## src/rtl/sram_port_arbiter_if.sv

```systemverilog
// Bus bundle between the arbiter, its two requesters (CPU, host loader) and the SRAM macro pair.
// The slave modport is the arbiter's view; master is the requester/macro side.
interface sram_port_arbiter_if #(
  parameter int AW = 8,
  parameter int DW = 16
);
  logic          cpu_req;
  logic          cpu_we;
  logic [AW-1:0] cpu_addr;
  logic [DW-1:0] cpu_wdata;
  logic          cpu_stall;
  logic          cpu_rvalid;
  logic [DW-1:0] cpu_rdata;

  logic            host_req;
  logic            host_we;
  logic [DW/8-1:0] host_be;
  logic [AW-1:0]   host_addr;
  logic [DW-1:0]   host_wdata;
  logic            host_gnt;
  logic            host_rvalid;
  logic [DW-1:0]   host_rdata;

  logic          sram_cen;
  logic          sram_gwen;
  logic [DW-1:0] sram_wen;
  logic [AW-1:0] sram_a;
  logic [DW-1:0] sram_d;
  logic [DW-1:0] sram_q;

  modport slave (
    input  cpu_req, cpu_we, cpu_addr, cpu_wdata,
    output cpu_stall, cpu_rvalid, cpu_rdata,
    input  host_req, host_we, host_be, host_addr, host_wdata,
    output host_gnt, host_rvalid, host_rdata,
    output sram_cen, sram_gwen, sram_wen, sram_a, sram_d,
    input  sram_q
  );

  modport master (
    output cpu_req, cpu_we, cpu_addr, cpu_wdata,
    input  cpu_stall, cpu_rvalid, cpu_rdata,
    output host_req, host_we, host_be, host_addr, host_wdata,
    input  host_gnt, host_rvalid, host_rdata,
    input  sram_cen, sram_gwen, sram_wen, sram_a, sram_d,
    output sram_q
  );
endinterface

```

## src/rtl/sram_port_arbiter.sv

```systemverilog
// Fixed-priority CPU/host arbiter for one SRAM word bank; a starvation counter
// forces one host cycle after MAX_WAIT consecutive denials.
module sram_port_arbiter #(
  parameter int AW       = 8,
  parameter int DW       = 16,
  parameter int MAX_WAIT = 4
) (
  input logic                clk,
  input logic                reset,
  sram_port_arbiter_if.slave bus
);
  localparam int         NB       = DW / 8;
  localparam logic [3:0] WAIT_MAX = 4'(MAX_WAIT);

  typedef enum logic [1:0] {
    OWN_IDLE,
    OWN_CPU,
    OWN_HOST,
    OWN_HOST_FORCED
  } owner_e;

  logic [3:0]    wait_cnt_q, wait_cnt_d;
  logic          cpu_rd_q, cpu_rd_d;
  logic          host_rd_q, host_rd_d;
  logic          force_host;
  logic          host_gnt;
  logic          cpu_stall;
  logic          cpu_go;
  owner_e        owner;
  logic [DW-1:0] host_wen;

  logic          cen;
  logic          gwen;
  logic [DW-1:0] wen;
  logic [AW-1:0] addr;
  logic [DW-1:0] wdata;

  // Byte enables expand to active-low per-bit write enables.
  for (genvar gi = 0; gi < NB; gi++) begin : g_be
    assign host_wen[gi*8 +: 8] = {8{~bus.host_be[gi]}};
  end

  always_comb begin
    force_host = bus.host_req && (wait_cnt_q == WAIT_MAX);
    host_gnt   = reset && bus.host_req && (!bus.cpu_req || force_host);
    cpu_stall  = bus.cpu_req && host_gnt;
    cpu_go     = reset && bus.cpu_req && !cpu_stall;

    owner = OWN_IDLE;
    if (host_gnt) begin
      owner = (force_host && bus.cpu_req) ? OWN_HOST_FORCED : OWN_HOST;
    end else if (cpu_go) begin
      owner = OWN_CPU;
    end
  end

  // Idle cycles park address and data at zero so the macro pins do not toggle.
  always_comb begin
    cen   = 1'b1;
    gwen  = 1'b1;
    wen   = '1;
    addr  = '0;
    wdata = '0;
    case (owner)
      OWN_CPU: begin
        cen   = 1'b0;
        gwen  = ~bus.cpu_we;
        wen   = bus.cpu_we ? '0 : '1;
        addr  = bus.cpu_addr;
        wdata = bus.cpu_wdata;
      end
      OWN_HOST, OWN_HOST_FORCED: begin
        cen   = 1'b0;
        gwen  = ~bus.host_we;
        wen   = bus.host_we ? host_wen : '1;
        addr  = bus.host_addr;
        wdata = bus.host_wdata;
      end
      default: ;
    endcase
  end

  always_comb begin
    wait_cnt_d = wait_cnt_q;
    if (!bus.host_req || host_gnt) begin
      wait_cnt_d = '0;
    end else if (wait_cnt_q < WAIT_MAX) begin
      wait_cnt_d = wait_cnt_q + 4'd1;
    end
    cpu_rd_d  = cpu_go && !bus.cpu_we;
    host_rd_d = host_gnt && !bus.host_we;
  end

  always_ff @(posedge clk) begin
    if (!reset) begin
      wait_cnt_q <= '0;
      cpu_rd_q   <= 1'b0;
      host_rd_q  <= 1'b0;
    end else begin
      wait_cnt_q <= wait_cnt_d;
      cpu_rd_q   <= cpu_rd_d;
      host_rd_q  <= host_rd_d;
    end
  end

  assign bus.cpu_stall   = cpu_stall;
  assign bus.host_gnt    = host_gnt;
  // Gating with reset drops a read whose return cycle lands in reset.
  assign bus.cpu_rvalid  = reset && cpu_rd_q;
  assign bus.host_rvalid = reset && host_rd_q;
  assign bus.cpu_rdata   = bus.sram_q;
  assign bus.host_rdata  = bus.sram_q;

  assign bus.sram_cen  = cen;
  assign bus.sram_gwen = gwen;
  assign bus.sram_wen  = wen;
  assign bus.sram_a    = addr;
  assign bus.sram_d    = wdata;
endmodule

```

## src/flat_wrapper.sv

```systemverilog
// flat-port wrapper written by rule: the top's interface ports become plain ports
module sram_port_arbiter_flat 
#(
  parameter int AW       = 8,
  parameter int DW       = 16,
  parameter int MAX_WAIT = 4
)
  (clk, reset, bus_cpu_req, bus_cpu_we, bus_cpu_addr, bus_cpu_wdata, bus_cpu_stall, bus_cpu_rvalid, bus_cpu_rdata, bus_host_req, bus_host_we, bus_host_be, bus_host_addr, bus_host_wdata, bus_host_gnt, bus_host_rvalid, bus_host_rdata, bus_sram_cen, bus_sram_gwen, bus_sram_wen, bus_sram_a, bus_sram_d, bus_sram_q);
  sram_port_arbiter_if #(.AW(AW), .DW(DW)) bus_i ();
  input logic clk;
  input logic reset;
  input wire logic [$bits(bus_i.cpu_req)-1:0] bus_cpu_req;
  input wire logic [$bits(bus_i.cpu_we)-1:0] bus_cpu_we;
  input wire logic [$bits(bus_i.cpu_addr)-1:0] bus_cpu_addr;
  input wire logic [$bits(bus_i.cpu_wdata)-1:0] bus_cpu_wdata;
  output wire logic [$bits(bus_i.cpu_stall)-1:0] bus_cpu_stall;
  output wire logic [$bits(bus_i.cpu_rvalid)-1:0] bus_cpu_rvalid;
  output wire logic [$bits(bus_i.cpu_rdata)-1:0] bus_cpu_rdata;
  input wire logic [$bits(bus_i.host_req)-1:0] bus_host_req;
  input wire logic [$bits(bus_i.host_we)-1:0] bus_host_we;
  input wire logic [$bits(bus_i.host_be)-1:0] bus_host_be;
  input wire logic [$bits(bus_i.host_addr)-1:0] bus_host_addr;
  input wire logic [$bits(bus_i.host_wdata)-1:0] bus_host_wdata;
  output wire logic [$bits(bus_i.host_gnt)-1:0] bus_host_gnt;
  output wire logic [$bits(bus_i.host_rvalid)-1:0] bus_host_rvalid;
  output wire logic [$bits(bus_i.host_rdata)-1:0] bus_host_rdata;
  output wire logic [$bits(bus_i.sram_cen)-1:0] bus_sram_cen;
  output wire logic [$bits(bus_i.sram_gwen)-1:0] bus_sram_gwen;
  output wire logic [$bits(bus_i.sram_wen)-1:0] bus_sram_wen;
  output wire logic [$bits(bus_i.sram_a)-1:0] bus_sram_a;
  output wire logic [$bits(bus_i.sram_d)-1:0] bus_sram_d;
  input wire logic [$bits(bus_i.sram_q)-1:0] bus_sram_q;
  assign bus_i.cpu_req = bus_cpu_req;
  assign bus_i.cpu_we = bus_cpu_we;
  assign bus_i.cpu_addr = bus_cpu_addr;
  assign bus_i.cpu_wdata = bus_cpu_wdata;
  assign bus_cpu_stall = bus_i.cpu_stall;
  assign bus_cpu_rvalid = bus_i.cpu_rvalid;
  assign bus_cpu_rdata = bus_i.cpu_rdata;
  assign bus_i.host_req = bus_host_req;
  assign bus_i.host_we = bus_host_we;
  assign bus_i.host_be = bus_host_be;
  assign bus_i.host_addr = bus_host_addr;
  assign bus_i.host_wdata = bus_host_wdata;
  assign bus_host_gnt = bus_i.host_gnt;
  assign bus_host_rvalid = bus_i.host_rvalid;
  assign bus_host_rdata = bus_i.host_rdata;
  assign bus_sram_cen = bus_i.sram_cen;
  assign bus_sram_gwen = bus_i.sram_gwen;
  assign bus_sram_wen = bus_i.sram_wen;
  assign bus_sram_a = bus_i.sram_a;
  assign bus_sram_d = bus_i.sram_d;
  assign bus_i.sram_q = bus_sram_q;
  sram_port_arbiter #(.AW(AW), .DW(DW), .MAX_WAIT(MAX_WAIT)) u_core (.clk(clk), .reset(reset), .bus(bus_i));
endmodule
```

## config.mk

```make
export PLATFORM = sky130hd
export DESIGN_NAME = sram_port_arbiter_flat
export DESIGN_NICKNAME = d
export VERILOG_FILES = /design/src/rtl/sram_port_arbiter_if.sv /design/src/rtl/sram_port_arbiter.sv /design/src/flat_wrapper.sv
export SDC_FILE = /design/constraint.sdc
export NUM_CORES = 1
export LEC_CHECK = 0
export ABC_AREA = 1
export BUFFER_PORTS_ARGS = -buffer_cell sky130_fd_sc_hd__buf_2
export CAP_MARGIN = 20
export CORE_ASPECT_RATIO = 1.1
export CORE_MARGIN = 2
export CORE_UTILIZATION = 28
export CTS_CLUSTER_SIZE = 14
export DETAILED_ROUTE_END_ITERATION = 10
export PLACE_DENSITY_LB_ADDON = 0.05
export SYNTH_ARGS = -nofsm -noshare
export SYNTH_HDL_FRONTEND = slang
export SYNTH_SLANG_ARGS = --single-unit
```

## constraint.sdc

```tcl
create_clock -name clk -period 1.4 [get_ports clk]
set_input_delay 0.07 -clock clk [delete_from_list [all_inputs] [get_ports clk]]
set_output_delay 0.07 -clock clk [all_outputs]
set_load 0.01 [all_outputs]
```

==> results.py, run 1 <==
metrics = {
    "critical_path": {
        "cp_num_buf_inv": 3,
        "crit_fanout": 6,
        "cp-start-kind": "flip-flop",
        "crit_chain": "inv_2 -> ha_4 -> nand3_4 -> nand2_4 -> nand2_8 -> buf_4 -> nand3_1 -> nand2_1 -> buf_2",
        "critPathMaxStageDelay_ns": 0.31,
        "cpLargestDelayFamily": "buffers and inverters",
        "endpoint_kind": "primary output",
        "cp_num_cells": 9,
        "worstSetupPathType": "reg2out",
        "slowest_stage": "dfxtp_2",
        "critical_path_arrival_ns": 1.42,
        "reg2reg_depth": 9,
        "worstPathRequired_ns": 1.33,
    },
    "cts": {
        "cts_tree": "built",
        "cts.sinks": 6,
        "htree_num_levels": 1,
        "clk_pin_slew_ns": 0.03,
        "clock_latency_ns": 0.22,
        "root_buffer": "clkbuf_8",
        "hold_buffers": 0,
        "cts_buffers": 3,
        "clockBufferDepth": 2,
    },
    "die": {
        "core_um2": 3650,
        "std_cell_rows": 23,
        "ios": 150,
        "start_util": 0.291,
        "fp.dieH_um": 68.7,
        "die_w_um": 62.8,
        "dieArea_um2": 4310,
    },
    "timing": {
        "max_slew_margin": 0.814,
        "rsz0062_at_grt": "yes",
        "setup_violations": 42,
        "final-hold-violation-count": 0,
        "fin_crit_sh": 1.06,
        "min_period_ns": 1.49,
        "finalMaxSlewViolations": 0,
        "finClkSkew_ns": 0.00167,
        "tightest_slew_ns": 0.279,
        "max_freq_ghz": 0.672,
        "fin_ws_ns": -0.0882,
    },
    "worst_hold_path": {
        "hold_class": "in2out",
        "hold_depth": 0,
    },
    "global_routing": {
        "grt_usage": 0.126,
        "antenna_found_initial": 0,
        "grt_max_degree": 26,
        "grt_pass1_vias": 1102,
        "overflow": 0,
        "grt_pass1_wl_um": 4510,
    },
    "placement": {
        "placed_area_um2": 1260,
        "gp_congestion": 0.766,
        "portBuffers": 101,
        "place_worst_setup_slack_ns": -0.0346,
        "dpl.hpwl_um": 2430,
    },
    "yosys": {
        "synth.yosys.seq_area_share": 0.113,
        "synthCells": 173,
        "yosysWarnings": 0,
        "syn_area_um2": 1060,
        "synth_nets": 247,
        "ys_ff_latch": 6,
        "post_synth_num_cell_types": 18,
        "syn_area_per_cell_um2": 6.15,
    },
    "final_layout": {
        "drive_gt1_frac": 0.597,
        "antennaDiodeCount": 0,
        "nets": 314,
        "area_delta_synth_final_pct": 43.2,
        "fin_area_um2": 1530,
    },
    "detailed_routing": {
        "post-route-drc-count": 0,
        "wl_per_cell_um": 10.6,
        "totalWireLength_um": 3050,
        "vias": 1234,
        "via_per_inst": 4.28,
        "route.antenna.remaining_nets": 0,
        "drtIter0Drc": 38,
        "dr.pass1.iters": 2,
    },
    "power": {
        "peakVddDrop_mv": 0.266,
        "cellPowerDensity_nw_per_um2": 535,
        "p_leak_uw": 0.000933,
    },
    "job": {
        "drv_cap": 0,
    },
    "status": {
        "status": "finished with violations",
        "violations": "setup timing",
    },
}
what timing repair did:
| item | CTS | global route |
|---|---|---|
| gates resized for setup | 21 | 14 |
| hold endpoints to repair | 0 | 0 |
| setup buffers | 6 | 1 |
| pin swaps | 8 | 10 |
| gates cloned | 0 | 1 |
| endpoints found under the setup margin | 43 | 43 |
path summary, 6_finish.rpt:
kind	startpoint	endpoint	slack, ns
max reg2reg	u_core.wait_cnt_q[0]	u_core.cpu_rd_q	0.16
min	bus_sram_q[3]	bus_host_rdata[3]	0.14
min reg2reg	u_core.wait_cnt_q[3]	u_core.wait_cnt_q[3]	0.49
max	u_core.wait_cnt_q[0]	bus_sram_d[10]	-0.09
cells in the mapped netlist, drive strengths merged:
library cell,instances,share of area
nand2,57,0.22
buf,52,0.38
nand3,32,0.16
inv,13,0.055
nor2,7,0.025
dfxtp,6,0.11
a21oi,2,0.0094
ha,2,0.023
nand3b,1,0.0071
xor2,1,0.0082
worst reg2reg max path: cells and delay by family (launching register included):
kind	cells	cell delay, ns
buffers and inverters	4	0.34
flip-flops	1	0.33
adder cells (fa/ha/maj)	1	0.16
AND/OR/NAND/NOR	4	0.36
cell families after synthesis:
logic type,Yosys count,synth area share
fa+ha+maj,2,0.0235
compound gates,2,0.00940
flops,6,0.113
xor+xnor,1,0.00823
simple gates,97,0.410
buf+inv,65,0.436
power by group:
group | internal, µW | total [µW] | leakage [µW] | switching [µW]
combinational | 192 | 391 | 0.000862 | 200
clock | 184 | 248 | 0.0000216 | 64.2
sequential | 176 | 177 | 0.0000496 | 1.46
layout make-up:
class	count	area (µm²)
clock buffers	3	41.3
inverters	13	63.8
multi-input cells	102	578
repair buffers	114	657
well taps	50	62.6
flip-flops and latches	6	123
fillers	419	2130
stage by stage:
step / instances / util / total power (µW) / hold WS, ns / TNS (ns)
after floorplan: 173 / - / 488 / 0.227 / -0.991
after detailed placement: 277 / 0.346 / 516 / 0.140 / -0.438
after CTS: 286 / 0.395 / 801 / 0.140 / -3.68
after global routing: 288 / 0.417 / 882 / 0.140 / -6.48
after global placement: 277 / 0.346 / 517 / 0.140 / 0
final: 288 / 0.417 / 817 / 0.140 / -3.11
cells in the final DEF, fill, tap and decap left out, drive strengths merged:
master,count
nand3,32
clkbuf,3
xor2,1
dfxtp,6
inv,13
nand3b,1
nor2,7
buf,114
a21oi,2
nand2,57
ha,2
layer usage:
| layer | wire [µm] | track usage | share of wire |
|---|---|---|---|
| met5 | 0 | 0 | 0 |
| met3 | 309 | 0.0390 | 0.10 |
| met1 | 1070 | 0.126 | 0.35 |
| met2 | 1600 | 0.251 | 0.53 |
| met4 | 65 | 0.0417 | 0.021 |
state kept, by name (all words and copies together) (netlist names):
register	count
u_core.cpu_rd_q	1
u_core.wait_cnt_q	4
u_core.host_rd_q	1
No activity file was read; power rests on OpenSTA's default activity.
==> run 2: changes to the inputs <==
Settings changed: MAX_ROUTING_LAYER from default to met4.
==> run 2 against run 1 <==
Net effect: largest cell class unchanged; flip-flop and latch count stayed put; setup slack hardly changed; design area stayed put; register-to-register slack hardly changed; the flow still finishes with violations (setup timing).
==> results.py, run 2 (same netlist as run 1, synthesis figures left out) <==
metrics = {
    "detailed_routing": {
        "vias": 1234,
        "route.antenna.remaining_nets": 0,
        "drtIter0Drc": 38,
        "totalWireLength_um": 3050,
        "wl_per_cell_um": 10.6,
        "post-route-drc-count": 0,
        "via_per_inst": 4.28,
        "dr.pass1.iters": 2,
    },
    "timing": {
        "tightest_slew_ns": 0.279,
        "finClkSkew_ns": 0.00169,
        "rsz0062_at_grt": "yes",
        "max_slew_margin": 0.814,
        "max_freq_ghz": 0.672,
        "final-hold-violation-count": 0,
        "finalMaxSlewViolations": 0,
        "setup_violations": 42,
        "min_period_ns": 1.49,
        "fin_ws_ns": -0.0878,
        "tns_ns": -3.10,
        "fin_crit_sh": 1.06,
    },
    "final_layout": {
        "final-seq-area_um2": 123,
        "nets": 314,
        "final_cells": 288,
        "layout_common_cells": "buf_2 (96), nand2_1 (54), nand3_1 (19)",
        "largest_reg_flops": 4,
        "final_common_cell": "buf_2",
        "multi_input_area_um2": 578,
        "area_delta_synth_final_pct": 43.2,
        "fin_area_um2": 1530,
        "antennaDiodeCount": 0,
        "drive_gt1_frac": 0.597,
        "fillers": 419,
        "top_register": "u_core.wait_cnt_q",
        "top_regs": "u_core.wait_cnt_q (4), u_core.cpu_rd_q (1), u_core.host_rd_q (1)",
    },
    "cts": {
        "hold_buffers": 0,
        "clockBufferDepth": 2,
        "clock_latency_ns": 0.22,
        "htree_num_levels": 1,
        "cts_buffers": 3,
        "clk_pin_slew_ns": 0.03,
        "root_buffer": "clkbuf_8",
        "cts_tree": "built",
        "cts.sinks": 6,
    },
    "critical_path": {
        "r2r_slack_ns": 0.16,
        "critPathMaxStageDelay_ns": 0.31,
        "cpLargestDelayFamily": "buffers and inverters",
        "crit_chain": "inv_2 -> ha_4 -> nand3_4 -> nand2_4 -> nand2_8 -> buf_4 -> nand3_1 -> nand2_1 -> buf_2",
        "endpoint_kind": "primary output",
        "crit_fanout": 6,
        "cp-start-kind": "flip-flop",
        "worstPathRequired_ns": 1.33,
        "slowest_stage": "dfxtp_2",
        "cp_num_buf_inv": 3,
        "worstSetupPathType": "reg2out",
        "critical_path_arrival_ns": 1.42,
    },
    "job": {
        "drv_cap": 0,
    },
    "placement": {
        "portBuffers": 101,
        "place_worst_setup_slack_ns": -0.0346,
        "dp.cells": 277,
        "placed_area_um2": 1260,
        "gp_congestion": 0.777,
        "dpl.hpwl_um": 2430,
    },
    "die": {
        "fp.dieH_um": 68.7,
        "core_um2": 3650,
        "die_w_um": 62.8,
        "dieArea_um2": 4310,
        "ios": 150,
        "std_cell_rows": 23,
        "start_util": 0.291,
    },
    "power": {
        "peakVddDrop_mv": 0.266,
        "p_leak_uw": 0.000933,
        "cellPowerDensity_nw_per_um2": 535,
    },
    "status": {
        "violations": "setup timing",
        "status": "finished with violations",
    },
    "global_routing": {
        "grt_max_degree": 26,
        "grt_pass1_vias": 1100,
        "grt_usage": 0.129,
        "grt_pass1_wl_um": 4520,
        "overflow": 0,
        "antenna_found_initial": 0,
    },
    "worst_hold_path": {
        "hold_class": "in2out",
    },
}
-- run 2: cell counts in the layout (fill, tap and decap cells not counted) --
No cell type changed its count.
-- run 2: where the power goes --
group	internal (µW)	leakage, µW	switching, µW	total [µW]
Combinational	192	0.000862	200	391
Sequential	176	0.0000496	1.46	177
Clock	184	0.0000216	63.9	248
Total	551	0.000933	265	816
-- run 2: layout make-up --
class	count	area share
Timing Repair Buffer	114	0.431
Multi-Input combinational cell	102	0.379
Sequential cell	6	0.0804
Inverter	13	0.0418
Tap cell	50	0.0410
Clock buffer	3	0.0271
-- run 2: worst paths after layout --
| path | endpoint | cells past startpoint | start |
|---|---|---|---|
| setup / recovery | bus_sram_d[10] | 9 | u_core.wait_cnt_q[0] |
| hold reg to reg | u_core.wait_cnt_q[3] | 2 | u_core.wait_cnt_q[3] |
| setup reg to reg | u_core.cpu_rd_q | 9 | u_core.wait_cnt_q[0] |
| hold / removal | bus_host_rdata[3] | 0 | bus_sram_q[3] |
-- run 2: per-stage QoR --
stage	hold WS, ns	util	total power, µW
floorplan	0.227	-	488
global placement	0.140	0.346	517
CTS	0.140	0.395	801
global route	0.140	0.417	882
detailed placement	0.140	0.346	516
finish	0.140	0.417	816
-- run 2: timing repair --
item                                    in CTS  in global routing
resized for setup                           21                 14
buffers inserted                             6                  1
pin swaps                                    8                 10
endpoints found under the setup margin      43                 43
gates cloned                                 0                  1
-- run 2: per-layer routing --
metal,up-vias,track usage,share of wire
met5,-,-,0
met4,0,0.0417,0.021
met3,15,0.0390,0.10
met2,77,0.251,0.53
met1,516,0.126,0.35
li1,626,-,-
